==> config.mk <==
export PLATFORM = sky130hd
export DESIGN_NAME = conv_input_loader_flat
export DESIGN_NICKNAME = d
export VERILOG_FILES = /design/src/rtl/conv_input_loader_if.sv /design/src/rtl/conv_input_loader.sv /design/src/flat_wrapper.sv
export SDC_FILE = /design/constraint.sdc
export NUM_CORES = 1
export LEC_CHECK = 0
export CAP_MARGIN = 40
export CELL_PAD_IN_SITES_DETAIL_PLACEMENT = 0
export CELL_PAD_IN_SITES_GLOBAL_PLACEMENT = 2
export CORE_UTILIZATION = 34
export DETAILED_ROUTE_END_ITERATION = 10
export DONT_BUFFER_PORTS = 1
export PLACE_DENSITY_LB_ADDON = 0.15
export RECOVER_POWER = 25
export SLEW_MARGIN = 10
export SYNTH_ARGS = -nofsm -noshare
export SYNTH_HDL_FRONTEND = slang
export SYNTH_SLANG_ARGS = --single-unit
export TNS_END_PERCENT = 1
==> constraint.sdc <==
create_clock -name clk -period 3.4 [get_ports clk]
set_input_delay 0.34 -clock clk [delete_from_list [all_inputs] [get_ports clk]]
set_output_delay 0.34 -clock clk [all_outputs]
set_load 0.05 [all_outputs]
==> src/rtl/conv_input_loader_if.sv <==
// rtl/conv_input_loader_if.sv - host word stream into the input loader
interface conv_input_loader_if #(
   parameter int DATA_W = 16
);
   logic              in_valid;
   logic              in_ready;
   logic [DATA_W-1:0] in_data;
   logic              in_last;

   modport master (output in_valid, output in_data, output in_last, input in_ready);
   modport slave  (input in_valid, input in_data, input in_last, output in_ready);
endinterface

==> src/rtl/conv_input_loader.sv <==
// rtl/conv_input_loader.sv - lays host images into input SRAM, then starts the engine
module conv_input_loader #(
   parameter int                ADDR_W    = 12,
   parameter int                DATA_W    = 16,
   parameter int                MIN_DIM   = 3,
   parameter int                MAX_ROWS  = 16,
   parameter logic [DATA_W-1:0] TERM_WORD = 16'h00FF
) (
   input  logic                clk,
   input  logic                reset_b,
   conv_input_loader_if.slave  s_in,
   input  logic                batch_end,
   output logic [ADDR_W-1:0]   loader_sram_write_address,
   output logic [DATA_W-1:0]   loader_sram_write_data,
   output logic                loader_sram_write_enable,
   output logic                dut_run,
   input  logic                dut_busy,
   output logic [7:0]          images_loaded,
   output logic                err_dim,
   output logic                err_len,
   output logic                err_ovf,
   output logic                batch_done
);

   typedef enum logic [3:0] {
      S_IDLE, S_HDR_R, S_HDR_C, S_WR_R, S_WR_C, S_ROWS,
      S_DROP, S_TERM, S_RUN, S_WAIT_HI, S_WAIT_LO, S_DONE
   } state_t;

   localparam int                SUM_W     = ADDR_W + 1;
   localparam logic [SUM_W-1:0]  OVF_LIMIT = SUM_W'((1 << ADDR_W) - 2);
   localparam logic [DATA_W-1:0] MIN_D     = DATA_W'(MIN_DIM);
   localparam logic [DATA_W-1:0] MAX_R     = DATA_W'(MAX_ROWS);
   localparam logic [DATA_W-1:0] MAX_C     = DATA_W'(DATA_W);
   localparam logic [DATA_W-1:0] ONE_D     = DATA_W'(1);
   localparam logic [ADDR_W-1:0] ONE_A     = ADDR_W'(1);
   localparam logic [ADDR_W-1:0] TWO_A     = ADDR_W'(2);

   state_t              r_state;
   state_t              w_next;
   logic [DATA_W-1:0]   r_nrows;
   logic [DATA_W-1:0]   r_ncols;
   logic [DATA_W-1:0]   r_row_cnt;
   logic [ADDR_W-1:0]   r_img_base;
   logic [ADDR_W-1:0]   r_wr_ptr;
   logic [7:0]          r_images;
   logic                r_err_dim;
   logic                r_err_len;
   logic                r_err_ovf;
   logic                r_we;
   logic [ADDR_W-1:0]   r_waddr;
   logic [DATA_W-1:0]   r_wdata;

   logic                w_in_ready;
   logic                w_xfer;
   logic                w_dim_bad;
   logic [SUM_W-1:0]    w_need;
   logic                w_no_space;
   logic                w_last_row;
   logic                w_we;
   logic [ADDR_W-1:0]   w_waddr;
   logic [DATA_W-1:0]   w_wdata;
   logic                w_set_dim;
   logic                w_set_len;
   logic                w_set_ovf;
   logic                w_commit;
   logic                w_rewind;
   logic                w_row_wr;
   logic                w_ptr_init;
   logic                w_ld_nrows;
   logic                w_ld_ncols;

   // batch_end pre-empts a header word: nothing is accepted in that cycle
   assign w_in_ready = ((r_state == S_HDR_R) && !batch_end) || (r_state == S_HDR_C)
                     || (r_state == S_ROWS) || (r_state == S_DROP);
   assign w_xfer     = s_in.in_valid && w_in_ready;
   assign w_dim_bad  = (r_nrows < MIN_D) || (r_nrows > MAX_R)
                     || (s_in.in_data < MIN_D) || (s_in.in_data > MAX_C);
   // one bit wider than the address so the space check never wraps
   assign w_need     = SUM_W'(r_img_base) + SUM_W'(r_nrows) + SUM_W'(2);
   assign w_no_space = w_need > OVF_LIMIT;
   assign w_last_row = (r_row_cnt + ONE_D) == r_nrows;

   always_ff @(posedge clk) begin
      if (reset_b) r_state <= S_IDLE;
      else         r_state <= w_next;
   end

   always_comb begin
      w_next     = r_state;
      w_we       = 1'b0;
      w_waddr    = r_img_base;
      w_wdata    = r_nrows;
      w_set_dim  = 1'b0;
      w_set_len  = 1'b0;
      w_set_ovf  = 1'b0;
      w_commit   = 1'b0;
      w_rewind   = 1'b0;
      w_row_wr   = 1'b0;
      w_ptr_init = 1'b0;
      w_ld_nrows = 1'b0;
      w_ld_ncols = 1'b0;
      case (r_state)
         S_IDLE:  w_next = S_HDR_R;
         S_HDR_R: begin
            if (batch_end) begin
               w_next = S_TERM;
            end else if (w_xfer) begin
               w_ld_nrows = 1'b1;
               w_next     = S_HDR_C;
            end
         end
         S_HDR_C: begin
            if (w_xfer) begin
               w_ld_ncols = 1'b1;
               if (w_dim_bad) begin
                  w_set_dim = 1'b1;
                  w_next    = S_DROP;
               end else if (w_no_space) begin
                  w_set_ovf = 1'b1;
                  w_next    = S_DROP;
               end else begin
                  w_next = S_WR_R;
               end
            end
         end
         S_WR_R: begin
            w_we   = 1'b1;
            w_next = S_WR_C;
         end
         S_WR_C: begin
            w_we       = 1'b1;
            w_waddr    = r_img_base + ONE_A;
            w_wdata    = r_ncols;
            w_ptr_init = 1'b1;
            w_next     = S_ROWS;
         end
         S_ROWS: begin
            if (w_xfer) begin
               w_we     = 1'b1;
               w_waddr  = r_wr_ptr;
               w_wdata  = s_in.in_data;
               w_row_wr = 1'b1;
               if (s_in.in_last && w_last_row) begin
                  w_commit = 1'b1;
                  w_next   = S_HDR_R;
               end else if (s_in.in_last) begin
                  w_set_len = 1'b1;
                  w_rewind  = 1'b1;
                  w_next    = S_HDR_R;
               end else if (w_last_row) begin
                  w_set_len = 1'b1;
                  w_rewind  = 1'b1;
                  w_next    = S_DROP;
               end
            end
         end
         S_DROP: begin
            if (w_xfer && s_in.in_last) w_next = S_HDR_R;
         end
         S_TERM: begin
            w_we    = 1'b1;
            w_wdata = TERM_WORD;
            w_next  = S_RUN;
         end
         S_RUN:     w_next = S_WAIT_HI;
         S_WAIT_HI: if (dut_busy)  w_next = S_WAIT_LO;
         S_WAIT_LO: if (!dut_busy) w_next = S_DONE;
         S_DONE:    w_next = S_DONE;
         default:   w_next = S_IDLE;
      endcase
   end

   always_ff @(posedge clk) begin
      if (reset_b) begin
         r_nrows    <= '0;
         r_ncols    <= '0;
         r_row_cnt  <= '0;
         r_img_base <= '0;
         r_wr_ptr   <= '0;
         r_images   <= '0;
         r_err_dim  <= 1'b0;
         r_err_len  <= 1'b0;
         r_err_ovf  <= 1'b0;
         r_we       <= 1'b0;
         r_waddr    <= '0;
         r_wdata    <= '0;
      end else begin
         if (w_ld_nrows) r_nrows <= s_in.in_data;
         if (w_ld_ncols) r_ncols <= s_in.in_data;
         if (w_ptr_init) begin
            r_wr_ptr  <= r_img_base + TWO_A;
            r_row_cnt <= '0;
         end else if (w_rewind) begin
            r_wr_ptr <= r_img_base;
         end else if (w_row_wr) begin
            r_wr_ptr  <= r_wr_ptr + ONE_A;
            r_row_cnt <= r_row_cnt + ONE_D;
         end
         if (w_commit) begin
            r_img_base <= r_wr_ptr + ONE_A;
            if (r_images != 8'hFF) r_images <= r_images + 8'd1;
         end
         if (w_set_dim) r_err_dim <= 1'b1;
         if (w_set_len) r_err_len <= 1'b1;
         if (w_set_ovf) r_err_ovf <= 1'b1;
         r_we <= w_we;
         if (w_we) begin
            r_waddr <= w_waddr;
            r_wdata <= w_wdata;
         end
      end
   end

   assign s_in.in_ready             = w_in_ready;
   assign loader_sram_write_enable  = r_we;
   assign loader_sram_write_address = r_waddr;
   assign loader_sram_write_data    = r_wdata;
   assign dut_run                   = (r_state == S_RUN);
   assign batch_done                = (r_state == S_DONE);
   assign images_loaded             = r_images;
   assign err_dim                   = r_err_dim;
   assign err_len                   = r_err_len;
   assign err_ovf                   = r_err_ovf;

endmodule

==> src/flat_wrapper.sv <==
// flat-port wrapper written by rule: the top's interface ports become plain ports
module conv_input_loader_flat 
#(
   parameter int                ADDR_W    = 12,
   parameter int                DATA_W    = 16,
   parameter int                MIN_DIM   = 3,
   parameter int                MAX_ROWS  = 16,
   parameter logic [DATA_W-1:0] TERM_WORD = 16'h00FF
)
  (clk, reset_b, batch_end, loader_sram_write_address, loader_sram_write_data, loader_sram_write_enable, dut_run, dut_busy, images_loaded, err_dim, err_len, err_ovf, batch_done, s_in_in_valid, s_in_in_data, s_in_in_last, s_in_in_ready);
  conv_input_loader_if #(.DATA_W(DATA_W)) s_in_i ();
  input  logic clk;
  input  logic reset_b;
  input  logic batch_end;
  output logic [ADDR_W-1:0] loader_sram_write_address;
  output logic [DATA_W-1:0] loader_sram_write_data;
  output logic loader_sram_write_enable;
  output logic dut_run;
  input  logic dut_busy;
  output logic [7:0] images_loaded;
  output logic err_dim;
  output logic err_len;
  output logic err_ovf;
  output logic batch_done;
  input wire logic [$bits(s_in_i.in_valid)-1:0] s_in_in_valid;
  input wire logic [$bits(s_in_i.in_data)-1:0] s_in_in_data;
  input wire logic [$bits(s_in_i.in_last)-1:0] s_in_in_last;
  output wire logic [$bits(s_in_i.in_ready)-1:0] s_in_in_ready;
  assign s_in_i.in_valid = s_in_in_valid;
  assign s_in_i.in_data = s_in_in_data;
  assign s_in_i.in_last = s_in_in_last;
  assign s_in_in_ready = s_in_i.in_ready;
  conv_input_loader #(.ADDR_W(ADDR_W), .DATA_W(DATA_W), .MIN_DIM(MIN_DIM), .MAX_ROWS(MAX_ROWS), .TERM_WORD(TERM_WORD)) u_core (.clk(clk), .reset_b(reset_b), .s_in(s_in_i), .batch_end(batch_end), .loader_sram_write_address(loader_sram_write_address), .loader_sram_write_data(loader_sram_write_data), .loader_sram_write_enable(loader_sram_write_enable), .dut_run(dut_run), .dut_busy(dut_busy), .images_loaded(images_loaded), .err_dim(err_dim), .err_len(err_len), .err_ovf(err_ovf), .batch_done(batch_done));
endmodule
==> results.md, run 1 <==
- Worst setup EP type: flop
- Worst-margin pin slew: about 0.9 ns
- Final worst path period share: a little over nine tenths
- RSZ-0062 raised after global routing: yes
- First-pass GRT wire length: about 42 mm
- Worst r2r src: u_core.r_row_cnt[1]$_SDFFE_PP0P_
- Met1 Resource Use GR: between 30% and 40%
- Longest Clk Path Bufs: 2
- Slew HR: 39.4%
- Io pins: 65
- CTS Buf Count: 17
- Share of post-route cells with drive strength above 1: between 10% and 20%
- Commonest non-fill, non-tap cell in the layout: nor2_1
- Fin area: approximately 8500 sq um
- Hold Crit Depth: 2
- Post-route ant nets: 0
- Insertion delay to the later sink of the worst-skew pair: 0.43 ns
- Async SR Flop Fraction: 0%
- Final core utilization: ~41%
- Power per cell area: around 710 nW/um^2
- Antenna diodes: 0
- Placer congestion estimate: 0.891
- Largest net degree at the start of global routing: between 100 and 150
- Post-Syn Instances: ~970
- Final wirelength: 26.7 mm
- GR Layer Usage met3: under 10%
- Worst r2r path cells: 13
- Die H: between 100 and 150 microns
- Critical Path Fanout Max: 5
- Die area: 21,900 sq um
- Min-delay src: s_in_in_data[1]
- Max-slew violation count: 0
- Clk slew on worst S/H paths: 0.06 ns
- Core Region: about 21,000 sq um
- Starting Density: between 30 and 40%
- Clock skew: approximately 0.011 ns
- Seq cells post-synth: approximately 120
- Endpoints failing hold: 0
- Avg Synthesized Cell Area: 7.45 sq um
- Row count: 53
- # clock sinks: 116
- Sequential-to-total area share from yosys stat: between 30% and 40%
- Kind of start point of the critical path: flop
- R2R Path End: u_core.images_loaded[5]$_SDFFE_PP0P_
- Most Crowded Layer GR: met2
- Post-synth top flop: dfxtp_1
- Area post-placement: between 7000 and 8000 sq um
- Count of input and output buffers: 0
- Cell area after synthesis: 7240 sq um
- P&R area growth vs syn: 17.6%
- Detailed Route Iter0 Violations: 592
- Req. time, crit path: about 3.8 ns
- Initial antenna violation count: 0
- Critical path type: reg -> reg
- NumNets Final: 1,048
- First-pass DRT Iterations: 5
- Most frequent cells in the layout: nor2_1 (128), nand2_1 (119), dfxtp_1 (114), a21oi_1 (111), buf_4 (68)
- CTS H-tree lvls: 4
- WP data arrival: about 3.6 ns
- Count of cell types in the netlist: between 70 and 80
- Number of global-route vias before repair: 7,192
- Hold worst-path end: u_core.r_ncols[1]$_SDFFE_PP0P_
- Syn Nets: about 1,000
- EDFF count, synth: 0
- Clock tree root driver cell: clkbuf_16
- WHS: about 0.042 ns
- GRT Resource Usage Total: 25.1%
- MaxCap Viol Count: 0
- HP Class: in -> reg
- Yosys warns: 0
- Final Setup Violations: 0
- Die Span X: between 100 and 150 microns
- M2 GR Usage: between 30% and 40%
- R2R setup slack: 0.18 ns
- Average routed wire per standard cell: 20.8 microns
- DP Wirelength: approximately 19 mm
- Min Tclk post-route: 3.22 ns
- Worst IR Drop VDD: 0.349 mV
- Grt total ovfl: 0
- Vias post-DR: around 7,400
- DR DRC count: 0
- LEAKAGE: roughly 0.0031 uW
- FMAX: just over 300 MHz
- Vias per cell: a little under 6
- CTS tree: yes
- Status: finished, final reports clean
-- worst max-delay path: stages, from the launching register on --
cell and delay, ns:
dfxtp_2 0.36, nand3_2 0.12, or2_4 0.29, or3_4 0.39
a21oi_2 0.16, nand4_1 0.10, nor4_1 0.23, and3_1 0.25
ha_4 0.17, nand2_4 0.08, a31oi_4 0.20, nand4_1 0.22
or3_1 0.44, a21oi_1 0.15
-- sequential cells by signal, indices dropped and copies added (netlist names) --
name,count
u_core.loader_sram_write_data,16
u_core.loader_sram_write_address,12
u_core.err_dim,1
u_core.err_len,1
u_core.r_state,4
u_core.err_ovf,1
u_core.r_ncols,16
u_core.r_row_cnt,16
u_core.r_img_base,12
u_core.r_wr_ptr,12
u_core.r_nrows,16
u_core.images_loaded,8
u_core.loader_sram_write_enable,1
-- worst max-delay path by stage --
| stage | startpoint | endpoint | depth (start not counted) |
|---|---|---|---|
| floorplan | u_core.r_row_cnt[4]$_SDFFE_PP0P_ | u_core.r_row_cnt[5]$_SDFFE_PP0P_ | 14 |
| global placement | u_core.r_row_cnt[0]$_SDFFE_PP0P_ | u_core.r_row_cnt[14]$_SDFFE_PP0P_ | 15 |
| detailed placement | u_core.r_nrows[1]$_SDFFE_PP0P_ | u_core.r_state[0]$_SDFFE_PP0P_ | 13 |
| CTS | u_core.r_row_cnt[0]$_SDFFE_PP0P_ | u_core.images_loaded[5]$_SDFFE_PP0P_ | 13 |
| global route | u_core.r_row_cnt[3]$_SDFFE_PP0P_ | u_core.images_loaded[5]$_SDFFE_PP0P_ | 13 |
| finish | u_core.r_row_cnt[1]$_SDFFE_PP0P_ | u_core.images_loaded[5]$_SDFFE_PP0P_ | 13 |
-- final cells by class --
| class | instances | area (sq um) |
|---|---|---|
| Timing Repair Buffer | 72 | 557 |
| Clock inverter | 15 | 116 |
| Sequential cell | 116 | 2320 |
| Multi-Input combinational cell | 767 | 4670 |
| Inverter | 22 | 82.6 |
| Fill cell | 2194 | 12400 |
| Clock buffer | 17 | 425 |
| Tap cell | 275 | 344 |
-- through the flow --
stage	power, uW	std cells	setup WS [ns]	TNS [ns]
after global placement	4330	1247	-0.00233	-0.00233
after global routing	6400	1284	-0.000717	-0.000717
after floorplan	3590	973	0.245	0
after CTS	6060	1280	0.0107	0
final	6070	1284	0.182	0
after detailed placement	4350	1248	-0.0702	-0.149
-- repair_timing --
action | CTS | global route
resized for setup | 2 | 22
pin swaps | 0 | 9
buffers inserted | 0 | 2
cloned | 0 | 1
endpoints found under the hold margin | 0 | 4
setup endpoints to repair | 3 | 20
hold buffers | 0 | 1
-- metal layers --
layer	routed length (microns)	up-vias
li1	-	3546
met1	12100	3522
met2	12100	316
met3	2110	36
met4	388	0
met5	0	-
-- cells in the mapped netlist (13+ instances only) --
cell	number	share of area, %
clkbuf_1	57	3.0
xnor2_1	34	4.1
ha_1	29	5.0
nand2_1	122	6.3
nand4_1	13	1.1
nor2_1	130	6.7
a21oi_1	111	7.7
o21ai_0	60	4.1
nor4_1	14	1.2
inv_1	21	1.1
nand3_1	22	1.5
dfxtp_1	116	32
nor3_1	23	1.6
xor2_1	19	2.3
a211oi_1	24	2.5
-- logic make-up (layout without fill, tap and decap cells) --
logic type,after synthesis,after routing,synth area share [%]
DFF,116,116,32.1
adders and majority gates,30,30,5.29
AOI/OAI and AO/OA,288,288,25.1
buffers and inverters,90,126,5.04
and+or+nand+nor,385,385,24.5
muxes,11,11,1.57
xor gates and xnor gates,53,53,6.41
-- power breakdown --
group          leakage, uW  internal, uW  switching [uW]
Sequential        0.000941          1580             647
Clock             0.000262           944             755
Combinational      0.00190           773            1370
Total              0.00310          3300            2770
Power figures use the tool's default switching activity.
==> inputs of run 2 (changes only) <==
CORE_MARGIN = 2   (was unset)
RECOVER_POWER = unset   (was 25)
REMOVE_ABC_BUFFERS = 1   (was unset)
==> run 2 against run 1 <==
Against the previous run:
- power increased by 2.6%
- design area increased by 1.0%
- critical path depth increased by 1
- flip-flop and latch count unchanged
- global-route usage grew 0.17 points
- combinational power about the same
- non-clock buffer count is 5 higher
- hold slack improved by 0.0051 ns
- die area increased by 2.7%
- worst setup slack lost 0.024 ns
==> results.md, run 2 (same netlist as run 1, synthesis figures left out) <==
- Most frequent cells in the layout: nor2_1 (128), nand2_1 (119), dfxtp_1 (114), a21oi_1 (111), buf_4 (70)
- First-pass GRT wire length: 42.8 mm (+2.5%)
- R2R Path End: u_core.r_state[2]$_SDFFE_PP0P_
- Final Setup Violations: 0 (unchanged)
- WP data arrival: 3.60 ns (+0.02 ns)
- NumNets Final: 1,053 (+0.48%)
- CTS tree: yes
- MaxCap Viol Count: 0 (unchanged)
- Critical Path Fanout Max: 3 (-2)
- Die H: 150 microns (+1.4%)
- Register area: 2320 sq um (unchanged)
- First-pass DRT Iterations: 7 (+2)
- Fin area: 8610 sq um (+1.0%)
- LEAKAGE: 0.00314 uW (+1.3%)
- Area post-placement: 7840 sq um (-0.14%)
- Max-slew violation count: 0 (unchanged)
- Die Span X: 150 microns (+1.4%)
- Row count: 53 (unchanged)
- DP Wirelength: 18.7 mm (-2.3%)
- Commonest non-fill, non-tap cell in the layout: nor2_1
- Final wirelength: 27.5 mm (+3.0%)
- HP Class: in -> reg
- Largest net degree at the start of global routing: 45 (-56%)
- CTS H-tree lvls: 4 (unchanged)
- Grt total ovfl: 0 (unchanged)
- Req. time, crit path: 3.76 ns (about the same)
- Hold Crit Depth: 2 (unchanged)
- Area of the multi-input gates: 4650 sq um (-0.48%)
- Clock tree root driver cell: clkbuf_16
- Worst setup EP type: flop
- GRT Resource Usage Total: 25.2% (+0.17 points)
- Number of global-route vias before repair: 7,274 (+1.1%)
- Slew HR: 41.8% (+2.4 points)
- Core Region: 21,000 sq um (unchanged)
- Critical path type: reg -> reg
- Detailed Route Iter0 Violations: 599 (+1.2%)
- Worst r2r path cells: 14 (+1)
- Clk slew on worst S/H paths: 0.06 ns (about the same)
- Status: finished, final reports clean
- Count of input and output buffers: 0 (unchanged)
- Io pins: 65 (unchanged)
- Longest Clk Path Bufs: 2 (unchanged)
- Clock skew: 0.0100 ns (-0.00127 ns)
- RSZ-0062 raised after global routing: yes
- Starting Density: 34.6% (unchanged)
- Worst IR Drop VDD: 0.611 mV (+75%)
- Average routed wire per standard cell: 21.3 microns (+2.6%)
- Cell Count, Final, Fillers Out: 1,289 (+0.39%)
- Vias post-DR: 7,389 (-0.42%)
- Hold worst-path end: u_core.r_ncols[4]$_SDFFE_PP0P_
- Min-delay src: s_in_in_data[4]
- Share of post-route cells with drive strength above 1: 15.2% (+0.12 points)
- Initial antenna violation count: 0 (unchanged)
- FMAX: 308 MHz (-0.74%)
- Post-route ant nets: 0 (unchanged)
- R2R setup slack: 0.16 ns (-0.02 ns)
- Antenna diodes: 0 (unchanged)
- Placed Instances: 1,249 (+0.080%)
- Insertion delay to the later sink of the worst-skew pair: 0.42 ns (about the same)
- Final worst path period share: 95.4% (+0.71 points)
- Kind of start point of the critical path: flop
- # clock sinks: 116 (unchanged)
- Vias per cell: 5.73 (-0.80%)
- P&R area growth vs syn: 18.8%
- CTS Buf Count: 17 (unchanged)
- DR DRC count: 0 (unchanged)
- Fill cells: 2,216 (+1.0%)
- Min Tclk post-route: 3.24 ns (+0.0240 ns)
- Placer congestion estimate: 0.888 (-0.38%)
- Die area: 22,500 sq um (+2.7%)
- Worst-margin pin slew: 0.870 ns (-0.0390 ns)
- Worst r2r src: u_core.r_img_base[1]$_SDFFE_PP0P_
- Endpoints failing hold: 0 (unchanged)
- Power per cell area: 723 nW/um^2 (+1.6%)
-- run 2: cell type report --
type / count / area share (%)
Tap cell: 275 / 4.00
Sequential cell: 116 / 27.0
Clock buffer: 18 / 5.10
Multi-Input combinational cell: 767 / 54.0
Inverter: 22 / 0.959
Clock inverter: 14 / 1.77
Timing Repair Buffer: 77 / 7.15
-- run 2: what timing repair did --
item	in CTS	in global routing
setup buffers	0	1
resized for setup	0	22
endpoints found under the hold margin	44	0
endpoints found under the setup margin	0	22
hold buffers	5	0
-- run 2: worst max path at each step --
| stage | startpoint | endpoint | cells past startpoint |
|---|---|---|---|
| 3_3_place_gp | u_core.r_row_cnt[6]$_SDFFE_PP0P_ | u_core.r_row_cnt[14]$_SDFFE_PP0P_ | 16 |
| 2_1_floorplan | u_core.r_row_cnt[3]$_SDFFE_PP0P_ | u_core.r_row_cnt[14]$_SDFFE_PP0P_ | 15 |
| 6_report | u_core.r_img_base[1]$_SDFFE_PP0P_ | u_core.r_state[2]$_SDFFE_PP0P_ | 14 |
| 5_1_grt | u_core.r_img_base[1]$_SDFFE_PP0P_ | u_core.r_state[2]$_SDFFE_PP0P_ | 14 |
| 3_5_place_dp | u_core.r_img_base[1]$_SDFFE_PP0P_ | u_core.r_state[2]$_SDFFE_PP0P_ | 14 |
| 4_1_cts | u_core.r_img_base[1]$_SDFFE_PP0P_ | u_core.r_state[2]$_SDFFE_PP0P_ | 14 |
-- run 2: critical path, cell delays in order (launching register included) --
cell,delay [ns]
dfxtp_1,0.37
inv_1,0.06
ha_1,0.28
inv_1,0.06
ha_1,0.20
inv_1,0.07
fa_1,0.46
nor4b_2,0.29
o2111ai_1,0.15
nor4_2,0.34
a21oi_1,0.13
nor3_2,0.28
buf_4,0.17
o2bb2ai_1,0.12
a32o_1,0.19
-- run 2: per-stage QoR --
| step | TNS [ns] | setup slack, ns | util (%) | hold WS, ns | power (uW) |
|---|---|---|---|---|---|
| 4_1_cts | 0 | 0.000359 | 40.5 | 0.0302 | 6230 |
| 6_report | 0 | 0.158 | 41.1 | 0.0475 | 6230 |
| 3_5_place_dp | 0 | 0.0288 | 37.4 | 0.422 | 4340 |
| 2_1_floorplan | -0.0000677 | -0.0000677 | - | 0.409 | 3480 |
| 5_1_grt | -0.0804 | -0.0447 | 41.1 | 0.0335 | 6580 |
| 3_3_place_gp | 0 | 0.0759 | 37.4 | 0.421 | 4320 |
-- run 2: routing by layer --
metal  track usage, %  routed length, microns
met1             34.8                   12700
met2             40.5                   12800
met3             4.09                    1590
met4             7.26                     397
met5                0                       0
-- run 2: where the power goes --
| group | internal, uW | total, uW | switching (uW) | leakage, uW |
|---|---|---|---|---|
| registers | 1580 | 2230 | 649 | 0.000941 |
| clock network | 1110 | 1840 | 736 | 0.000280 |
| logic | 734 | 2150 | 1420 | 0.00192 |
